`src/rtl/agni_sm_pkg.sv`:
```
// rtl/agni_sm_pkg.sv - shared op-class and warp-state types for the SM warp tracking logic
package agni_sm_pkg;

  typedef enum logic [2:0] {
    OP_ALU   = 3'd0,
    OP_LOAD  = 3'd1,
    OP_FENCE = 3'd2,
    OP_BAR   = 3'd3,
    OP_DIV   = 3'd4,
    OP_EXIT  = 3'd5
  } op_e;

  typedef enum logic [1:0] {
    WS_IDLE  = 2'd0,
    WS_RUN   = 2'd1,
    WS_DRAIN = 2'd2
  } warp_st_e;

endpackage

```
`src/rtl/warp_ld_counter.sv`:
```
// rtl/warp_ld_counter.sv - per-warp outstanding-load counter with saturation and underflow detection
module warp_ld_counter #(
  parameter  int MAX_OUTSTANDING = 4,
  localparam int CW = $clog2(MAX_OUTSTANDING + 1)
) (
  input  logic clk,
  input  logic rst,
  input  logic inc,
  input  logic dec,
  output logic cnt_zero,
  output logic cnt_one,
  output logic cnt_full,
  output logic err
);

  logic [CW-1:0] cnt_q;
  logic          inc_ok;
  logic          dec_ok;

  assign cnt_zero = (cnt_q == '0);
  assign cnt_one  = (cnt_q == CW'(1));
  assign cnt_full = (cnt_q == CW'(MAX_OUTSTANDING));

  // An illegal half of a simultaneous inc/dec is dropped; the legal half still applies.
  assign inc_ok = inc & ~cnt_full;
  assign dec_ok = dec & ~cnt_zero;
  assign err    = (inc & cnt_full) | (dec & cnt_zero);

  always_ff @(posedge clk or posedge rst) begin
    if (rst) begin
      cnt_q <= '0;
    end else if (inc_ok && !dec_ok) begin
      cnt_q <= cnt_q + CW'(1);
    end else if (dec_ok && !inc_ok) begin
      cnt_q <= cnt_q - CW'(1);
    end
  end

endmodule

```
`src/rtl/warp_state_tracker.sv`:
```
// rtl/warp_state_tracker.sv - per-SM warp lifecycle FSMs, stall/barrier/diverge masks and free arbiter
module warp_state_tracker
  import agni_sm_pkg::*;
#(
  parameter  int NUM_WARPS       = 32,
  parameter  int MAX_OUTSTANDING = 4,
  localparam int WID             = $clog2(NUM_WARPS)
) (
  input  logic                 clk,
  input  logic                 rst,
  input  logic                 launch_valid,
  input  logic [WID-1:0]       launch_warp_id,
  input  logic                 issue_valid,
  input  logic [WID-1:0]       issue_warp_id,
  input  op_e                  issue_op,
  input  logic                 mem_resp_valid,
  input  logic [WID-1:0]       mem_resp_warp_id,
  input  logic                 reconv_valid,
  input  logic [WID-1:0]       reconv_warp_id,
  output logic [NUM_WARPS-1:0] active_mask,
  output logic [NUM_WARPS-1:0] stall_mask,
  output logic [NUM_WARPS-1:0] barrier_mask,
  output logic [NUM_WARPS-1:0] diverge_mask,
  output logic                 barrier_release,
  output logic                 warp_free,
  output logic [WID-1:0]       free_warp_id,
  output logic                 err_sticky
);

  warp_st_e             st_q [NUM_WARPS];
  warp_st_e             st_d [NUM_WARPS];
  logic [NUM_WARPS-1:0] fence_q, fence_d, bar_q, bar_d, div_q, div_d;
  logic [NUM_WARPS-1:0] pend_q, pend_d, cand, free_set;
  logic [NUM_WARPS-1:0] inc, dec, cnt_zero, cnt_one, cnt_full, cnt_err;
  logic [NUM_WARPS-1:0] active_vec, blocked;
  logic                 release_now, err_d, free_any;
  logic [WID-1:0]       free_idx;

  for (genvar g = 0; g < NUM_WARPS; g++) begin : g_cnt
    warp_ld_counter #(.MAX_OUTSTANDING(MAX_OUTSTANDING)) u_cnt (
      .clk      (clk),
      .rst      (rst),
      .inc      (inc[g]),
      .dec      (dec[g]),
      .cnt_zero (cnt_zero[g]),
      .cnt_one  (cnt_one[g]),
      .cnt_full (cnt_full[g]),
      .err      (cnt_err[g])
    );
  end

  always_comb begin
    active_vec = '0;
    for (int w = 0; w < NUM_WARPS; w++) active_vec[w] = (st_q[w] == WS_RUN);
  end

  assign blocked     = cnt_full | fence_q | bar_q | div_q;
  // Non-running warps count as arrived so an exiting warp can complete a barrier.
  assign release_now = (bar_q != '0) && (&(bar_q | ~active_vec));

  always_comb begin
    err_d    = 1'b0;
    inc      = '0;
    dec      = '0;
    free_set = '0;
    fence_d  = fence_q;
    bar_d    = release_now ? '0 : bar_q;
    div_d    = div_q;
    for (int w = 0; w < NUM_WARPS; w++) begin
      st_d[w] = st_q[w];
      if (launch_valid && launch_warp_id == WID'(w) && st_q[w] == WS_IDLE) begin
        st_d[w]    = WS_RUN;
        fence_d[w] = 1'b0;
        bar_d[w]   = 1'b0;
        div_d[w]   = 1'b0;
      end else begin
        if (launch_valid && launch_warp_id == WID'(w)) err_d = 1'b1;
        if (mem_resp_valid && mem_resp_warp_id == WID'(w)) dec[w] = 1'b1;
        if (issue_valid && issue_warp_id == WID'(w)) begin
          if (st_q[w] != WS_RUN || blocked[w]) begin
            err_d = 1'b1;
          end else begin
            case (issue_op)
              OP_LOAD:  inc[w] = 1'b1;
              OP_FENCE: if (!cnt_zero[w]) fence_d[w] = 1'b1;
              OP_BAR:   bar_d[w] = 1'b1;
              OP_DIV:   div_d[w] = 1'b1;
              OP_EXIT: begin
                if (cnt_zero[w] || (dec[w] && cnt_one[w])) begin
                  st_d[w]     = WS_IDLE;
                  free_set[w] = 1'b1;
                end else begin
                  st_d[w] = WS_DRAIN;
                end
              end
              default: ;
            endcase
          end
        end
        if (reconv_valid && reconv_warp_id == WID'(w)) div_d[w] = 1'b0;
        if (dec[w] && cnt_one[w] && !inc[w]) fence_d[w] = 1'b0;
        if (st_q[w] == WS_DRAIN && (cnt_zero[w] || (dec[w] && cnt_one[w]))) begin
          st_d[w]     = WS_IDLE;
          free_set[w] = 1'b1;
        end
        if (st_d[w] != WS_RUN) begin
          fence_d[w] = 1'b0;
          bar_d[w]   = 1'b0;
          div_d[w]   = 1'b0;
        end
      end
    end
  end

  // Lowest pending ID is freed first; the rest wait in the pending bitmap.
  always_comb begin
    cand     = pend_q | free_set;
    free_any = 1'b0;
    free_idx = '0;
    for (int w = NUM_WARPS - 1; w >= 0; w--) begin
      if (cand[w]) begin
        free_any = 1'b1;
        free_idx = WID'(w);
      end
    end
    pend_d = cand;
    if (free_any) pend_d[free_idx] = 1'b0;
  end

  always_ff @(posedge clk or posedge rst) begin
    if (rst) begin
      for (int w = 0; w < NUM_WARPS; w++) st_q[w] <= WS_IDLE;
      fence_q         <= '0;
      bar_q           <= '0;
      div_q           <= '0;
      pend_q          <= '0;
      barrier_release <= 1'b0;
      warp_free       <= 1'b0;
      free_warp_id    <= '0;
      err_sticky      <= 1'b0;
    end else begin
      for (int w = 0; w < NUM_WARPS; w++) st_q[w] <= st_d[w];
      fence_q         <= fence_d;
      bar_q           <= bar_d;
      div_q           <= div_d;
      pend_q          <= pend_d;
      barrier_release <= release_now;
      warp_free       <= free_any;
      if (free_any) free_warp_id <= free_idx;
      err_sticky      <= err_sticky | err_d | (|cnt_err);
    end
  end

  assign active_mask  = active_vec;
  assign stall_mask   = cnt_full | fence_q;
  assign barrier_mask = bar_q;
  assign diverge_mask = div_q;

endmodule
```
`config.mk`:
```
export PLATFORM = sky130hd
export DESIGN_NAME = warp_state_tracker
export DESIGN_NICKNAME = d
export VERILOG_FILES = /design/src/rtl/agni_sm_pkg.sv /design/src/rtl/warp_ld_counter.sv /design/src/rtl/warp_state_tracker.sv
export SDC_FILE = /design/constraint.sdc
export NUM_CORES = 1
export LEC_CHECK = 0
export ABC_AREA = 1
export CORE_MARGIN = 3
export CORE_UTILIZATION = 35
export DETAILED_ROUTE_END_ITERATION = 7
export DONT_BUFFER_PORTS = 1
export PLACE_DENSITY = 0.59
export SETUP_SLACK_MARGIN = 0.15
export SLEW_MARGIN = 10
export SYNTH_ARGS = -nofsm -noshare
export SYNTH_HDL_FRONTEND = slang
export SYNTH_SLANG_ARGS = --single-unit
export TNS_END_PERCENT = 100
```
`constraint.sdc`:
```
create_clock -name clk -period 9.18 [get_ports clk]
set_input_delay 1.377 -clock clk [delete_from_list [all_inputs] [get_ports clk]]
set_output_delay 1.377 -clock clk [all_outputs]
set_load 0.02 [all_outputs]
```
### Word level (Yosys, flattened, before mapping)

Cells that the tools add are included.

| operators by class | value |
|---|---|
| add/subtract/negate cells | 64 |
| $lt $le $gt $ge | 2 |
| equal/unequal tests | 417 |
| mux-type cells | 1,472 |
| bitwise operators | 234 |
| reduce and logical (&&, ||, !) cells | 777 |

Operator list:

| operator | count |
|---|---|
| two-way mux 1 bit | 1,149 |
| nonzero test 4 bit | 128 |
| two-way mux 2 bit | 224 |
| logical AND 1 bit | 322 |
| equality test 5 bit (second input constant) | 64 |
| inequality test 4 x 2 -> 1 bit (second input constant) | 64 |
| two-way mux 3 bit | 64 |
| equality test 5 x 4 -> 1 bit (second input constant) | 32 |
| two-way mux 5 bit | 32 |
| OR 32 bit | 5 |
| bitwise AND 1 bit | 128 |
| inequality test 2 x 1 -> 1 bit (second input constant) | 64 |
| inequality test 4 bit (second input constant) | 32 |
| AND reduction 4 bit | 32 |
| equality test 3 bit (second input constant) | 34 |
| equality test 3 x 1 -> 1 bit (second input constant) | 33 |
| adder 3 x 1 -> 3 bit (second input constant) | 32 |
| zero test 1 bit | 96 |
| zero test 3 bit | 32 |
| AND reduction 3 bit | 32 |
| subtractor 3 x 1 -> 3 bit (second input constant) | 32 |
| equality test 5 x 3 -> 1 bit (second input constant) | 16 |
| equality test 2 x 1 -> 1 bit (second input constant) | 32 |
| equality test 2 bit (second input constant) | 32 |
| 18 further kinds | 255 |

| storage, ports and cells | value |
|---|---|
| flip-flop bits (word level) | 296 |
| bits of input ports | 29 |
| output and inout bits | 136 |
| word-level logic and storage cells | 3,100 |

### Depth between registers and ports, before layout

| depth | value |
|---|---|
| depth in word-level cells | 159 |
| depth in mapped cells | 44 |
| mapped depth without buffers | 43 |

### Cells and area by module

Synthesis repeated with hierarchy kept, for this count alone.

| second synthesis, totals | value |
|---|---|
| cell total of the unflattened synthesis | 3,324 |
| area, all modules | 22,138.7 µm² |

By module, submodules not included:

| module | instances | cells each | area each (µm²) | sequential area each (µm²) |
|---|---|---|---|---|
| warp_state_tracker | 1 | 2,044 | 13,330.3 | 5,004.8 |
| warp_ld_counter | 32 | 40 | 275.3 | 75.1 |

### Worst setup path before layout

Ideal clock, no wire load.

| timing path | value |
|---|---|
| kind | input-to-reg |
| start | input port issue_valid |
| end | register pend_q[1] |
| setup time | 117 ps |
| arrival time | 3,854 ps |
| setup slack | 5,209 ps |
| stages | 41 |
| buffers on the path | 2 |
| cells stage by stage | nand2_1 inv_2 buf_2 nand2_2 nor2_4 nand2_2 nand2_1 nand2_1 nor2_2 nor2_1 nand2_1 nand2_1 nand2_1 nand2_1 nand2_1 nand2_1 nand2_1 nand2_1 [... 5 more ...] nand2_1 nand2_1 nand2_1 nand2_1 nand2_1 nand2_1 nand2_1 nand2_1 nand2_1 nand2_1 nand2_1 nand2_1 nand2_2 nand2_4 nand2_4 buf_8 o21ai_1 inv_1 |

| between the ends | value |
|---|---|
| cells in the longest elaborated chain, start to end | 44 |
| elaborated cells on any way between the ends | 201 |
| those cells by class | order compare: 2; mux: 163; bitwise: 3; reduce/logical: 33 |

Ends and longest elaborated chain:

| what | RTL line | RTL |
|---|---|---|
| from (decl) | warp_state_tracker.sv:13 | `input logic issue_valid,` |
| logical AND 1 bit | warp_state_tracker.sv:79 | `if (issue_valid && issue_warp_id == WID'(w)) begin` |
| two-way mux 1 bit | warp_state_tracker.sv:79 |  |
| two-way mux 1 bit | warp_state_tracker.sv:102 | `if (st_q[w] == WS_DRAIN && (cnt_zero[w] \|\| (dec[w] && cnt_one[w]))) begin` |
| two-way mux 1 bit | warp_state_tracker.sv:71 | `if (launch_valid && launch_warp_id == WID'(w) && st_q[w] == WS_IDLE) begin` |
| OR 32 bit (*) | warp_state_tracker.sv:117 | `cand = pend_q \| free_set;` |
| two-way mux 5 bit (32 in series) | warp_state_tracker.sv:121 | `if (cand[w]) begin` |
| less-than comparator 5 x 6 -> 1 bit (implied by the code) / greater-or-equal comparator 5 x 1 -> 1 bit (equally long branches) | warp_state_tracker.sv:127 | `if (free_any) pend_d[free_idx] = 1'b0;` |
| logical AND 1 bit (implied by the code) | warp_state_tracker.sv:127 |  |
| two-way mux 1 bit (implied by the code) | warp_state_tracker.sv:127 |  |
| demux 1 bit (select 5 bit) | warp_state_tracker.sv:127 |  |
| inverter 32 bit (no line) | -- |  |
| bitwise AND 32 bit (no line) | -- |  |
| two-way mux 32 bit (*) | warp_state_tracker.sv:127 |  |
| named net pend_d[1] | warp_state_tracker.sv:33 | `logic [NUM_WARPS-1:0] pend_q, pend_d, cand, free_set;` |
| to (signal assigned) | warp_state_tracker.sv:146 | `pend_q <= pend_d;` |
| to (decl) | warp_state_tracker.sv:33 |  |

Mark *: on every way through the listed nets, which the timed path passes. The rest lies on a longest branch.
A chain may end at the register's enable or synchronous reset.

### Worst setup path after layout

| timing path | value |
|---|---|
| start | input port issue_valid |
| end | register pend_q[16] |

The elaborated chain is that of the path after synthesis.

==> impl_metrics.yaml <==
status:
  outcome: "finished, final reports clean"
sta:
  setup_viol: 0
  max-slew-margin-rel: 0.186
  tightest_slew_ns: 1.22
  period_needed_ns: 5.34
  period_share: 0.581
  finClkSkew_ns: 0.0197
  hold_ws_ns: 0.498
  max_freq_mhz: 187
  final_max_slew_viol_count: 0
  hold_viol: 0
  setup-tns-final_ns: 0
  rsz0062_at_grt: "no"
worst_setup_path:
  worstReg2RegStart: "g_cnt[28].u_cnt.cnt_q[0]$_DFFE_PP0P_"
  reg2reg_depth: 30
  startpoint: "issue_valid"
  critPathMaxStageDelay_ns: 0.58
  r2r_slack_ns: 4.58
  arrival_ns: 5.78
  endpoint: "pend_q[16]$_DFF_PP0_"
  critPathKind: "in2reg"
  cp-start-kind: "primary input"
  cp.required_ns: 9.63
  crit_path_top_delay_cell: "nand2_1"
  worst-path-max-fanout: 17
  timing.rr.end: "pend_q[16]$_DFF_PP0_"
  worstSetupEndpointType: "flop"
  worst_path_most_repeated_cell: "nand2_1"
drt:
  wire_per_inst_um: 20.4
  drt-vias-per-instance: 5.11
  drc_errors: 0
  wl_um: 72400
  vias: 18146
  drtAntennaViolNets: 0
  dr.pass1.iters: 6
  first_iter_violations: 1942
clock_tree:
  numCtsBuffers: 37
  cts_tree: "done"
  clock_latency_ns: 0.55
  root_buffer: "clkbuf_16"
  hold_buffers: 0
  post_cts_buffers: 0
  cts_htree_levels: 2
  clkSinkCount: 296
  cts_buffer_depth: 3
  cts_resized: 0
  clkTransAtPathRegs_ns: 0.06
finish:
  drive_gt1_frac: 0.0467
  final_util: 0.394
  n_fill_cell: 5887
  syn_to_final_growth_pct: 10.3
  ff_latch_area_um2: 7410
  multi_input_area_um2: 10100
  diodes: 0
  nNetsFinal: 2974
yosys:
  synth.avg_cell_area_um2: 7.21
  synth_top_area_frac: 0.372
  syn-num-nets: 2955
  synthArstFlopShare: 1.00
  syn-cell-area_um2: 19900
  synth_edf_count: 0
  yosysWarnings: 0
  synth.yosys.seq_area_share: 0.372
  synthCells: 2766
  ys_types: 44
  synth_largest_area_cell: "dfrtp_1"
  synth_seq_cells: 296
  ys.flop_type: "dfrtp_1"
  yosys-top-cells-area: "dfrtp_1 (37%), inv_1 (11%), ha_1 (10%)"
place:
  place_hpwl_um: 56000
  io_buffers: 0
  gp_congestion: 1.02
floorplanning:
  die_h_um: 245
  initial_core_util: 0.358
  coreArea_um2: 55700
  rows: 86
  die_x_um: 245
  die-area_um2: 59800
  pin_count: 165
flow_run:
  cap_violations: 0
pwr:
  ir_drop_mv: 0.120
  p_per_area_nw_per_um2: 184
  p_leak_nw: 11.2
grt:
  gr-total-overflow: 0
  antenna_found_initial: 3
  grt_pass1_wl_um: 107000
  grt_start_max_net_pins: 156
  grt_usage: 0.238
  grt_pass1_vias: 17023
hold_path:
  hp-class: "reg2reg"
==> cell families (layout without fill, tap and decap cells) <==
group / count (synthesis) / count (layout) / share of synthesized area
simple gates: 1249 / 1249 / 0.275
buf+inv: 645 / 684 / 0.123
compound gates: 319 / 319 / 0.0884
flops: 296 / 296 / 0.372
fa+ha+maj: 160 / 160 / 0.100
xor+xnor: 96 / 96 / 0.0422
other cells: 1 / 1 / 0.000188
==> power breakdown <==
| group | switching (W) | internal (W) |
|---|---|---|
| sequential | 0.000118 | 0.00143 |
| combinational | 0.000805 | 0.000284 |
| clock | 0.000581 | 0.000821 |
| total | 0.00150 | 0.00254 |
==> state kept, by name, summed over array words and instances (netlist names) <==
signal             flops
free_warp_id           5
barrier_release        1
err_sticky             1
g_cnt.u_cnt.cnt_q     96
warp_free              1
fence_q               32
pend_q                32
st_q                  64
diverge_mask          32
barrier_mask          32
==> placed cells by master (no fill, tap or decap), drive strengths merged, types with 55 or more instances in the layout <==
| master | count |
|---|---|
| nor3 | 122 |
| nand3 | 163 |
| xor2 | 64 |
| clkbuf | 55 |
| nor2 | 397 |
| nand2 | 480 |
| ha | 160 |
| o21ai | 80 |
| inv | 606 |
| a21oi | 169 |
| dfrtp | 296 |
==> synth_stat cells, drive strengths merged, types with 12 or more instances <==
cell    count
nor4       47
nand3     163
nor2      397
nand4      26
a211oi     21
inv       607
xor2       64
nor3      122
clkbuf     24
dfrtp     296
nand2     480
o21ai      80
o22ai      12
ha        160
xnor2      32
a21oi     169
==> metal layers <==
metal	global-route usage	share of wire	up-vias
met5	0	0.00014	-
met4	0.105	0.048	2
met3	0.0696	0.10	157
met2	0.363	0.43	747
met1	0.314	0.42	8519
li1	-	-	8721
==> worst max-delay path, delay by kind of cell <==
family,cells,cell delay (ns)
simple gates,25,3.29
compound gates,1,0.13
buf+inv,4,0.96
==> how the worst min path moves through the flow <==
stage,from,end,depth (start not counted)
2_1_floorplan,st_q[34]$_DFF_PP0_,st_q[34]$_DFF_PP0_,2
3_3_place_gp,st_q[36]$_DFF_PP0_,st_q[36]$_DFF_PP0_,2
3_5_place_dp,st_q[50]$_DFF_PP0_,st_q[50]$_DFF_PP0_,2
4_1_cts,st_q[50]$_DFF_PP0_,st_q[50]$_DFF_PP0_,2
5_1_grt,st_q[60]$_DFF_PP0_,st_q[60]$_DFF_PP0_,2
6_report,st_q[60]$_DFF_PP0_,st_q[60]$_DFF_PP0_,2
==> through the flow <==
step / setup WS, ns / cell area, µm² / std cells / total power (W)
2_1_floorplan: 3.87 / 19900 / 2766 / 0.00236
3_3_place_gp: 3.57 / 20900 / 3494 / 0.00264
3_5_place_dp: 3.46 / 20900 / 3494 / 0.00264
4_1_cts: 4.03 / 22000 / 3553 / 0.00406
5_1_grt: 3.46 / 22000 / 3553 / 0.00427
6_report: 3.84 / 22000 / 3553 / 0.00404
==> final cells by class <==
class	instances	area share
Multi-Input combinational cell	1825	0.460
Sequential cell	296	0.337
Inverter	613	0.105
Clock buffer	55	0.0484
Tap cell	748	0.0426
Timing Repair Buffer	12	0.00524
Clock inverter	4	0.00216
Power figures use the tool's default switching activity.
==> edit: new RTL, config.mk and constraints unchanged <==
`MAX_OUTSTANDING` is set to 4 in 2 places; all go to 2.
--- a/src/rtl/warp_ld_counter.sv
+++ b/src/rtl/warp_ld_counter.sv
@@ -1,6 +1,6 @@
 // rtl/warp_ld_counter.sv - per-warp outstanding-load counter with saturation and underflow detection
 module warp_ld_counter #(
-  parameter  int MAX_OUTSTANDING = 4,
+  parameter  int MAX_OUTSTANDING = 2,
   localparam int CW = $clog2(MAX_OUTSTANDING + 1)
 ) (
   input  logic clk,
--- a/src/rtl/warp_state_tracker.sv
+++ b/src/rtl/warp_state_tracker.sv
@@ -3,7 +3,7 @@
   import agni_sm_pkg::*;
 #(
   parameter  int NUM_WARPS       = 32,
-  parameter  int MAX_OUTSTANDING = 4,
+  parameter  int MAX_OUTSTANDING = 2,
   localparam int WID             = $clog2(NUM_WARPS)
 ) (
   input  logic                 clk,
Function: not settled (the Yosys comparison gave no result); the edit may change what the design does.
==> edit against the original RTL <==
- hold slack got worse by 0.022 ns
- setup slack got worse by 0.15 ns
- core utilization increased by 0.46 points
- cell count decreased by 12%
- total power increased by 6.0%
- area after synthesis decreased by 11%
- count of clock-buffer cells in the layout unchanged
- sequential cell count decreased by 32
- die area decreased by 11%
- synthesized cell count decreased by 12%
- final area decreased by 10%
- routed wire length increased by 0.95%
==> edit: results (changes against the original RTL) <==
[metrics] Worst-Skew Late Latency: 0.56 ns
[metrics] wirelength, routed: 73100 um (+0.95%)
[metrics] vias in the first global route: 16440 (-3.4%)
[metrics] reg2reg path depth: 25 (-17%)
[metrics] leakage power total: 0.00998 uW (-11%)
[metrics] first-pass GRT wire length: 107000 um (-0.70%)
[metrics] proportion of register bits with asynchronous set or reset after synthesis: 100% (unchanged)
[metrics] violation count after the first detailed-routing iteration: 1460 (-25%)
[metrics] overall fraction of global-route tracks in use: 26.9% (+3.1 points)
[metrics] start of the worst register-to-register path: g_cnt[21].u_cnt.cnt_q[0]$_DFFE_PP0P_
[metrics] fraction of layout instances using a drive strength above 1: 5.63% (+0.96 points)
[metrics] dpl hpwl: 56700 um (+1.3%)
[metrics] initial antenna violation count: 0 (-3)
[metrics] status: complete, no violations
[metrics] largest net degree at the start of global routing: 70 (-55%)
[metrics] total clock buffers created by CTS: 36 (-2.7%)
[metrics] Total Nets Final: 2598 (-13%)
[metrics] arrival time reported for the critical path endpoint: 5.92 ns (+0.14 ns)
[metrics] CTS H-tree lvls: 2 (unchanged)
[metrics] internal reg-to-reg setup slack: 4.15 ns (-0.43 ns)
[metrics] Placed Area: 18500 um^2 (-11%)
[metrics] hold path startpoint: st_q[0]$_DFF_PP0_
[metrics] count of different cell masters after synthesis: 50 (+14%)
[metrics] Worst Hold Class: flip-flop to flip-flop
[metrics] maximum vdd ir drop: 0.000109 V (-8.9%)
[metrics] registers with the highest flip-flop counts: g_cnt.u_cnt.cnt_q x64, st_q x64
[metrics] Worst Hold Slack: 0.476 ns (-0.0220 ns)
[metrics] weighted congestion at the end of routability-driven global placement: 0.985 (-3.9%)
[metrics] Detailed Routing Iterations Pass 1: 5 (-1)
[metrics] Vias per Instance: 5.45 (+6.8%)
[metrics] Least-Margin Pin Slew: 1.26 ns (+0.0470 ns)
[metrics] clock skew: 0.0304 ns (+0.0107 ns)
[metrics] clock-pin slew on the worst setup and hold paths: 0.06 ns (about the same)
[metrics] fillers: 5187 (-12%)
[metrics] most instantiated cells after synthesis: 514 x inv_1, 377 x nand2_1, 333 x nor2_1
[metrics] cell types with the largest area share after synthesis: dfrtp_1 37%, inv_1 11%, ha_1 9.0%
[metrics] endpoint of the worst register-to-register path: pend_q[24]$_DFF_PP0_
[metrics] fraction of the yosys area taken by sequential cells: 37.3% (+0.11 points)
[metrics] crit path max fanout: 29 (+12)
[metrics] worst min-delay path endpoint: st_q[0]$_DFF_PP0_
[metrics] synthesis warning total: 0 (unchanged)
[metrics] switching component of the power: 1720 uW (+14%)
edit: cell types whose count changed in the layout (fill, tap and decap cells not counted), moves of 32 or more:
cell	unedited run	this run
a21oi_1	169	72
nand2_1	466	377
inv_1	583	511
nor2_1	373	333
a31oi_1	10	48
nand3_1	160	127
dfrtp_1	296	264
ha_1	160	128
xor2_1	64	32
edit: final cells by class:
class                      instances  area, um^2  share of cell area, %
tap                              664         831                   4.21
clock inverter                     9         105                  0.533
clock buffer                      55        1090                   5.54
inverter                         519        1960                   9.92
timing repair buffer              13        97.6                  0.495
sequential                       264        6610                   33.5
multi-input combinational       1607        9030                   45.8
antenna                            1        2.50                 0.0127
edit: metrics by stage:
stage	std cells	power, uW	worst slack [ns]
after global routing	3131	4530	3.39
after CTS	3131	4300	3.86
after detailed placement	3067	2830	3.29
after floorplan	2424	2440	0.534
after global placement	3067	2810	3.25
final	3132	4290	3.69
edit: cell families (layout without fill, tap and decap cells):
group                    after synthesis  count (layout)  share of synthesized area, %
AND/OR/NAND/NOR                     1089            1089                          27.0
buffers and inverters                553             596                          11.9
AO/OA/AOI/OAI                        325             325                          11.6
flip-flops                           264             264                          37.3
adder cells (fa/ha/maj)              128             128                          9.04
XOR/XNOR                              64              64                          3.16
other                                  1               2                        0.0212
edit: power by group through the flow:
stage               registers [uW]  clock network, uW  logic (uW)
finish                        1440               1440        1400
global route                  1460               1520        1550
CTS                           1440               1470        1380
detailed placement            1460                  0        1370
global placement              1460                  0        1350
floorplan                     1420                  0        1020
edit: metal layers:
layer | vias up | share of wire (%) | global-route usage (%)
li1 | 7848 | - | -
met1 | 8260 | 41 | 34.9
met2 | 791 | 44 | 42.1
met3 | 183 | 9.5 | 6.64
met4 | 0 | 5.3 | 13.0
met5 | - | 0 | 0
edit: critical path, cell delays in order:
cell	delay, ns
inv_1	0.19
nor3_4	0.12
inv_2	0.70
nor2_1	0.23
a211oi_1	0.61
inv_1	0.14
nor2_1	0.23
nand2_1	0.09
nand2_1	0.06
nand2_1	0.04
nand2_1	0.07
nand2_1	0.05
nand2_1	0.06
nand2_1	0.05
nand2_1	0.37
clkinv_1	0.59
nor2_1	0.61
nand3_1	0.18
nand2_1	0.10
inv_1	0.04
edit: worst max-delay path by stage:
stage | start | endpoint | slack, ns
2_1_floorplan | rst | barrier_mask[0]$_DFF_PP0_ | 0.53
3_3_place_gp | issue_op[0] | pend_q[24]$_DFF_PP0_ | 3.25
5_1_grt | issue_valid | pend_q[24]$_DFF_PP0_ | 3.39
4_1_cts | issue_op[0] | pend_q[24]$_DFF_PP0_ | 3.86
3_5_place_dp | issue_op[0] | pend_q[24]$_DFF_PP0_ | 3.29
6_report | issue_op[0] | pend_q[24]$_DFF_PP0_ | 3.69
